==> src/rtl/audio_mixer.sv <==
// Three-source audio mixer with per-source gain, sleep-driven envelope ramp and saturating output.
// Optional build macro AUDIO_MIXER_MONO_EN folds left and right into one rounded mono mix.
module audio_mixer #(
    parameter int RAMP_STEP  = 1,
    parameter int GAIN_UNITY = 128
) (
    input  logic        clk,
    input  logic        rst_n,
    input  logic        sample_stb_i,
    input  logic [15:0] ssp_audio_i,
    input  logic [9:0]  mb_audio_l_i,
    input  logic [9:0]  mb_audio_r_i,
    input  logic        speaker_i,
    input  logic        mute_i,
    input  logic        gain_wr_i,
    input  logic [1:0]  gain_sel_i,
    input  logic [7:0]  gain_data_i,
    output logic [15:0] core_l_o,
    output logic [15:0] core_r_o,
    output logic        valid_o,
    output logic        clip_o,
    input  logic        clip_clr_i,
    output logic [8:0]  env_o
);

    localparam logic [9:0] STEP    = 10'(RAMP_STEP);
    localparam logic [9:0] ENV_MAX = 10'd256;
    localparam logic [7:0] G_UNITY = 8'(GAIN_UNITY);

    logic [7:0]  r_gain_ssp;
    logic [7:0]  r_gain_mb;
    logic [7:0]  r_gain_spk;
    logic [8:0]  r_env;

    logic        r_v1;
    logic [16:0] r_ssp_s;
    logic [15:0] r_mbl_s;
    logic [15:0] r_mbr_s;
    logic [14:0] r_spk_s;
    logic [8:0]  r_env1;

    logic        r_v2;
    logic [18:0] r_sum_l;
    logic [18:0] r_sum_r;
    logic [8:0]  r_env2;

    logic [15:0] r_core_l;
    logic [15:0] r_core_r;
    logic        r_valid;
    logic        r_clip;

    logic [23:0] w_ssp_p;
    logic [22:0] w_mbl_p;
    logic [22:0] w_mbr_p;
    logic [21:0] w_spk_p;
    logic [16:0] w_ssp_s;
    logic [15:0] w_mbl_s;
    logic [15:0] w_mbr_s;
    logic [14:0] w_spk_s;
    logic [9:0]  w_env_up;
    logic [8:0]  w_env_next;
    logic [18:0] w_sum_l;
    logic [18:0] w_sum_r;
    logic [18:0] w_stage_l;
    logic [18:0] w_stage_r;
    logic [27:0] w_prod_l;
    logic [27:0] w_prod_r;
    logic [19:0] w_out_l;
    logic [19:0] w_out_r;
    logic        w_sat_l;
    logic        w_sat_r;
    logic [15:0] w_fin_l;
    logic [15:0] w_fin_r;
    logic        w_clip_set;

    // Scaling uses the gain registers as they stand at the strobe, so a coincident write lands one sample later.
    assign w_ssp_p = {8'b0, ssp_audio_i} * {16'b0, r_gain_ssp};
    assign w_mbl_p = {8'b0, mb_audio_l_i, 5'b0} * {15'b0, r_gain_mb};
    assign w_mbr_p = {8'b0, mb_audio_r_i, 5'b0} * {15'b0, r_gain_mb};
    assign w_spk_p = {8'b0, speaker_i, 13'b0} * {14'b0, r_gain_spk};
    assign w_ssp_s = 17'(w_ssp_p >> 7);
    assign w_mbl_s = 16'(w_mbl_p >> 7);
    assign w_mbr_s = 16'(w_mbr_p >> 7);
    assign w_spk_s = 15'(w_spk_p >> 7);

    assign w_env_up = {1'b0, r_env} + STEP;

    always_comb begin
        w_env_next = r_env;
        if (mute_i) begin
            if ({1'b0, r_env} > STEP) w_env_next = 9'({1'b0, r_env} - STEP);
            else                      w_env_next = '0;
        end else begin
            if (w_env_up >= ENV_MAX) w_env_next = 9'd256;
            else                     w_env_next = w_env_up[8:0];
        end
    end

    assign w_sum_l = {2'b0, r_ssp_s} + {3'b0, r_mbl_s} + {4'b0, r_spk_s};
    assign w_sum_r = {2'b0, r_ssp_s} + {3'b0, r_mbr_s} + {4'b0, r_spk_s};

`ifdef AUDIO_MIXER_MONO_EN
    logic [19:0] w_sum_m2;
    assign w_sum_m2  = {1'b0, w_sum_l} + {1'b0, w_sum_r} + 20'd1;
    assign w_stage_l = 19'(w_sum_m2 >> 1);
    assign w_stage_r = 19'(w_sum_m2 >> 1);
`else
    assign w_stage_l = w_sum_l;
    assign w_stage_r = w_sum_r;
`endif

    assign w_prod_l   = {9'b0, r_sum_l} * {19'b0, r_env2};
    assign w_prod_r   = {9'b0, r_sum_r} * {19'b0, r_env2};
    assign w_out_l    = 20'(w_prod_l >> 8);
    assign w_out_r    = 20'(w_prod_r >> 8);
    assign w_sat_l    = |w_out_l[19:16];
    assign w_sat_r    = |w_out_r[19:16];
    assign w_fin_l    = w_sat_l ? 16'hFFFF : w_out_l[15:0];
    assign w_fin_r    = w_sat_r ? 16'hFFFF : w_out_r[15:0];
    assign w_clip_set = r_v2 & (w_sat_l | w_sat_r);

    always_ff @(posedge clk or negedge rst_n) begin
        if (!rst_n) begin
            r_gain_ssp <= G_UNITY;
            r_gain_mb  <= G_UNITY;
            r_gain_spk <= G_UNITY;
        end else if (gain_wr_i) begin
            case (gain_sel_i)
                2'd0:    r_gain_ssp <= gain_data_i;
                2'd1:    r_gain_mb  <= gain_data_i;
                2'd2:    r_gain_spk <= gain_data_i;
                default: ;
            endcase
        end
    end

    always_ff @(posedge clk or negedge rst_n) begin
        if (!rst_n) begin
            r_env   <= '0;
            r_v1    <= 1'b0;
            r_ssp_s <= '0;
            r_mbl_s <= '0;
            r_mbr_s <= '0;
            r_spk_s <= '0;
            r_env1  <= '0;
        end else begin
            r_v1 <= sample_stb_i;
            if (sample_stb_i) begin
                r_env   <= w_env_next;
                r_env1  <= r_env;
                r_ssp_s <= w_ssp_s;
                r_mbl_s <= w_mbl_s;
                r_mbr_s <= w_mbr_s;
                r_spk_s <= w_spk_s;
            end
        end
    end

    always_ff @(posedge clk or negedge rst_n) begin
        if (!rst_n) begin
            r_v2    <= 1'b0;
            r_sum_l <= '0;
            r_sum_r <= '0;
            r_env2  <= '0;
        end else begin
            r_v2 <= r_v1;
            if (r_v1) begin
                r_sum_l <= w_stage_l;
                r_sum_r <= w_stage_r;
                r_env2  <= r_env1;
            end
        end
    end

    // Outputs hold between pulses; a new clip outranks a same-cycle clear.
    always_ff @(posedge clk or negedge rst_n) begin
        if (!rst_n) begin
            r_core_l <= '0;
            r_core_r <= '0;
            r_valid  <= 1'b0;
            r_clip   <= 1'b0;
        end else begin
            r_valid <= r_v2;
            if (r_v2) begin
                r_core_l <= w_fin_l;
                r_core_r <= w_fin_r;
            end
            if (w_clip_set)      r_clip <= 1'b1;
            else if (clip_clr_i) r_clip <= 1'b0;
        end
    end

    assign core_l_o = r_core_l;
    assign core_r_o = r_core_r;
    assign valid_o  = r_valid;
    assign clip_o   = r_clip;
    assign env_o    = r_env;

endmodule
==> config.mk <==
export PLATFORM = sky130hd
export DESIGN_NAME = audio_mixer
export DESIGN_NICKNAME = d
export VERILOG_FILES = /design/src/rtl/audio_mixer.sv
export SDC_FILE = /design/constraint.sdc
export NUM_CORES = 2
export LEC_CHECK = 0
export ABC_AREA = 1
export BUFFER_PORTS_ARGS = -buffer_cell sky130_fd_sc_hd__buf_2
export CORE_UTILIZATION = 43
export CTS_BUF_LIST = sky130_fd_sc_hd__clkbuf_4 sky130_fd_sc_hd__clkbuf_8
export CTS_CLUSTER_DIAMETER = 150
export DETAILED_ROUTE_END_ITERATION = 7
export GPL_TIMING_DRIVEN = 0
export REMOVE_ABC_BUFFERS = 1
export SYNTH_ARGS = -nofsm -noshare
export SYNTH_HDL_FRONTEND = slang
export SYNTH_SLANG_ARGS = --single-unit
==> constraint.sdc <==
create_clock -name clk -period 7.25 [get_ports clk]
set_input_delay 1.45 -clock clk [delete_from_list [all_inputs] [get_ports clk]]
set_output_delay 1.45 -clock clk [all_outputs]
set_load 0.1 [all_outputs]
Yosys cells after proc, flatten, opt, wreduce, memory -nomap -nowiden
Cells that the tools add are included.
{ "word_totals": {"inputBits": 53, "reg_bits": 183, "output_inout_bits": 43} }
{ "op_classes": {"mul": 6, "bitwise": 2, "n_addsub": 6, "n_eq_ne": 2, "mux": 7, "n_reduce_logical": 7, "magnitude_cmp": 2} }
{ "op_table": {"columns": ["op", "count"], "rows": [
  ["$mul 19x9->28", 2],
  ["$add 18x15->19", 2],
  ["$add 17x16->18", 2],
  ["$mul 10x8->18", 2],
  ["$mux 16", 2],
  ["$mux 9", 3],
  ["$mul 16x8->24", 1],
  ["$add 9x1->10 const B", 1],
  ["$ge 10x9->1 const B", 1],
  ["$gt 9x1->1 const B", 1],
  ["$mul 1x8->9", 1],
  ["$sub 9x1->9 const B", 1],
  ["$reduce_or 4->1", 2],
  ["$reduce_and 2->1", 3],
  ["$eq 2x1->1 const B", 1],
  ["$eq 2x2->1 const B", 1],
  ["$logic_not 2->1", 1],
  ["$mux 1", 2],
  ["$reduce_bool 2->1", 1],
  ["$and 1x1->1", 1],
  ["$or 1x1->1", 1]
]} }

Depth between registers and ports, before layout
{ "depth": {"ltp_word": 5, "depth_mapped": 29, "mapped_depth_nobuf": 27} }

Worst setup path after synthesis
OpenSTA, ideal clock, no wires.
{ "synth_timing": {"kind": "input port to flip-flop", "startpoint": "input ssp_audio_i[5]", "endpoint": "register r_ssp_s[9]", "setup_time_ns": 0.082, "n_path_buf": 1, "path_slack_ns": 2.036, "t_required_ns": 7.168, "arrival_ns": 5.132, "cell_stages": 17, "cell_sequence": "clkbuf_1 > nand2_1 > fa_1 > fa_1 > inv_1 > fa_1 > inv_1 > fa_1 > inv_1 > ha_1 > nand2_1 > nor2_1 > inv_1 > o21ai_1 > a31oi_1 > or2_2 > a31oi_1"} }
{ "synth_via": {"elab_chain_len": 1} }
{ "synth_rtl": {"columns": ["item", "line", "source"], "rows": [
  ["start: declaration", "10", "input logic [15:0] ssp_audio_i,"],
  ["$mul 16x8->24", "77", "assign w_ssp_p = {8'b0, ssp_audio_i} * {16'b0, r_gain_ssp};"],
  ["end signal: assignment", "151", "r_ssp_s <= w_ssp_s;"],
  ["end: declaration", "36", "logic [16:0] r_ssp_s;"]
]} }
Every way passes these cells.
A chain may end at the register's enable or synchronous reset.

Final worst setup path
{ "layout_timing": {"startpoint": "register r_env2[1]", "endpoint": "register r_core_r[14] (netlist: core_r_o[14])"} }
{ "layout_via": {"elab_chain_len": 3} }
{ "layout_rtl": {"columns": ["item", "line", "source"], "rows": [
  ["start: declaration", "45", "logic [8:0] r_env2;"],
  ["start signal: assignment", "170", "r_env2 <= r_env1;"],
  ["$mul 19x9->28 (*)", "113", "assign w_prod_r = {9'b0, r_sum_r} * {19'b0, r_env2};"],
  ["$reduce_or 4->1", "117", "assign w_sat_r = |w_out_r[19:16];"],
  ["$mux 16 (*)", "119", "assign w_fin_r = w_sat_r ? 16'hFFFF : w_out_r[15:0];"],
  ["end signal: assignment", "186", "r_core_r <= w_fin_r;"],
  ["end: declaration", "48", "logic [15:0] r_core_r;"]
]} }
Every way passes the cells marked *; elsewhere a longest branch is shown, timed or not.

==> results by group <==
Status
  – Run status: finished clean

Final layout
  – Design area: 0.0314 mm2
  – Share of layout cells above drive strength 1: 0.0573
  – NumNets Final: 4769
  – # fillers: 7182
  – Storage cell area: 0.00452 mm2
  – Area delta synth->final: 4.90%
  – Multi-input gate area in the final layout: 0.0210 mm2
  – Most frequent cells in the layout: nand2_1 (1246), inv_1 (990), fa_1 (421)
  – Commonest non-fill, non-tap cell in the layout: nand2_1
  – Final non-filler cell total: 4980
  – Layout Utilization: 0.457

Drt
  – Vias/cell: 4.72
  – Total Routed Length: 66900 um
  – Routed Antenna Nets: 0
  – Drt initial violations: 1450
  – Residual DRC: 0
  – WL/cell: 13.4 um
  – Via count: 23500
  – DRT Pass-1 Iters: 6

Synthesis
  – Synth top area share: 0.282
  – Post-synth EDFFs: 0
  – Primary FF master, synth: dfrtp_1
  – Syn avg cell area: 7.32 um2
  – Sequential share of the synthesized area: 0.151
  – Post-synth cell types: 49
  – Synth area leader: fa_1
  – Synth top area cells: fa_1 (28%), nand2_1 (16%), dfrtp_1 (15%), inv_1 (12%), ha_1 (11%)
  – Synthesized flop and latch total: 180
  – Syn. warnings: 0
  – Synthesized instance count: 4090
  – Asr flop ratio synth: 1.00
  – Mapped Area: 0.0299 mm2

Clock tree
  – Worst-path clk slew: 0.11 ns
  – Clock latency on the worst-skew pair: 0.54 ns
  – CTS tree: built
  – Root buf cell: clkbuf_8
  – CTS Hold Bufs: 0
  – CTS sink cnt: 180
  – Setup bufs post-CTS: 0
  – TritonCTS Buffers: 17
  – CTS max path bufs: 2
  – # H-tree levels: 4
  – Post-cts resize count: 0

Worst setup path
  – Worst Path Required: 7.67 ns
  – CP Cell Sequence: nand2_1 -> fa_1 -> inv_1 -> fa_1 -> fa_1 -> inv_1 -> fa_1 -> inv_1 -> ha_1 -> nand2_1 -> inv_1 -> nand2_1 -> nand2_1 -> nand2_1 -> nand2_1 -> a21oi_1 -> nand2_1 -> nand2_1 -> nand3_4 -> nor2_8 -> nand2_1 -> nand2_1 -> nand2_1
  – Slowest CP cell: dfrtp_2
  – CP peak stage delay: 0.91 ns
  – Worst EP arrival: 5.83 ns
  – Worst reg2reg path depth: 23
  – Cell depth of the worst setup path: 23
  – Worst Setup Start Kind: flip-flop
  – Bufs and invs on worst path: 4
  – Top Family by Delay on Critical Path: adder cells
  – Cell repeated most along the worst path: nand2_1
  – Critical setup path kind: reg2reg
  – Max Fanout on Critical Path: 35
  – Critical path capture point type: flip-flop

Global routing
  – Tot GR Track Use: 0.199
  – Largest net degree at the start of global routing: 92
  – First-pass GRT wire length: 116000 um
  – Vias in the first global route: 23700
  – Gr ovfl total: 0
  – Initial antenna violation count: 1

Timing
  – RSZ-0062 raised after global routing: no
  – Fmax: 185 MHz
  – Setup TNS: 0 ns
  – Fin crit share: 0.746
  – Measured slew at the worst slew-check pin: 1.13 ns
  – Period minus WS final: 5.41 ns
  – Final setup fails: 0
  – Final Skew: 0.0283 ns
  – Max-slew violation count: 0
  – Slew headroom: 0.244
  – Hold Violations, Final: 0

Floorplanning
  – # rows: 96
  – Core area: 0.0687 mm2
  – Die width: 266 um
  – Die area: 0.0707 mm2
  – Starting Density: 0.436
  – Chip height: 266 um
  – I/O pin total: 96

Placed design
  – GP Congestion: 0.902
  – HPWL after DPL: 53600 um
  – Post-Place Cell Area: 0.0309 mm2
  – PortBufs: 95
  – Placed insts: 4946

Worst hold path
  – Hold depth: 2
  – HP Class: reg2reg

Run
  – Maximum Capacitance Violations: 0
==> cell usage after synthesis (24+ instances only) <==
master and number:
a21oi_1 113, a31oi_1 24, buf_1 27, clkbuf_1 128, dfrtp_1 177, fa_1 421
ha_1 260, inv_1 991, nand2_1 1246, nand2_2 28, nand3_1 104, nor2_1 178
o21ai_0 115, or2_2 27, xnor2_1 42, xor2_1 34
==> logic make-up after synthesis <==
family                     after synthesis  synth area share
DFF                                    180             0.151
xor gates and xnor gates                76            0.0222
AOI/OAI and AO/OA                      315            0.0592
and+or+nand+nor                       1671             0.230
adders and majority gates              681             0.390
buffers and inverters                 1167             0.148
==> layer usage <==
layer  vias up  GRT usage  part of all wire
li1      11900          -                 -
met1     11100      0.285              0.50
met2       427      0.327              0.45
met3        63     0.0216             0.038
met4         0     0.0390             0.015
met5         -          0                 0
==> registers in the layout, indices dropped and copies added, names as in the netlist, 8 cells and up <==
| signal | count |
|---|---|
| core_l_o | 16 |
| r_gain_spk | 8 |
| core_r_o | 16 |
| r_sum_l | 18 |
| r_gain_ssp | 8 |
| r_env2 | 9 |
| r_env1 | 9 |
| r_mbl_s | 16 |
| r_gain_mb | 8 |
| r_spk_s | 8 |
| env_o | 9 |
| r_mbr_s | 16 |
| r_sum_r | 18 |
| r_ssp_s | 17 |
==> stage by stage <==
step                hold WS, ns  worst slack, ns
floorplan                 0.442             2.29
global placement          0.457             1.42
detailed placement        0.457             1.37
CTS                       0.484             1.34
global route              0.507             1.47
finish                    0.481             1.84
==> worst reg2reg max path, stage by stage, from the launching register on <==
cell     delay [ns]
dfrtp_2        0.91
nand2_1        0.22
fa_1           0.54
inv_1          0.05
fa_1           0.47
fa_1           0.54
inv_1          0.05
fa_1           0.51
inv_1          0.05
ha_1           0.37
nand2_1        0.14
inv_1          0.05
nand2_1        0.05
nand2_1        0.09
nand2_1        0.07
nand2_1        0.08
a21oi_1        0.26
nand2_1        0.09
nand2_1        0.14
nand3_4        0.11
nor2_8         0.28
nand2_1        0.11
nand2_1        0.07
nand2_1        0.06
==> final timing paths <==
path | start | to | slack (ns)
setup / recovery | r_env2[1] | core_r_o[14] | 1.84
hold / removal | r_env1[2] | r_env2[2] | 0.48
setup reg to reg | r_env2[1] | core_r_o[14] | 1.84
hold reg to reg | r_env1[2] | r_env2[2] | 0.48
max in group asynchronous | rst_n | r_sum_r[6] | 5.39
min in group asynchronous | rst_n | core_r_o[2] | 0.88
==> cell type report <==
class                   instances  share of cell area
well taps                     931              0.0371
clock inverters                15             0.00658
flip-flops and latches        180               0.144
multi-input cells            2743               0.668
inverters                     996               0.119
clock buffers                  17             0.00745
repair buffers                 97              0.0172
diodes                          1           0.0000797
Power is not shown: default switching activity piles up to over one toggle a cycle in this logic, so the estimate is an artifact.
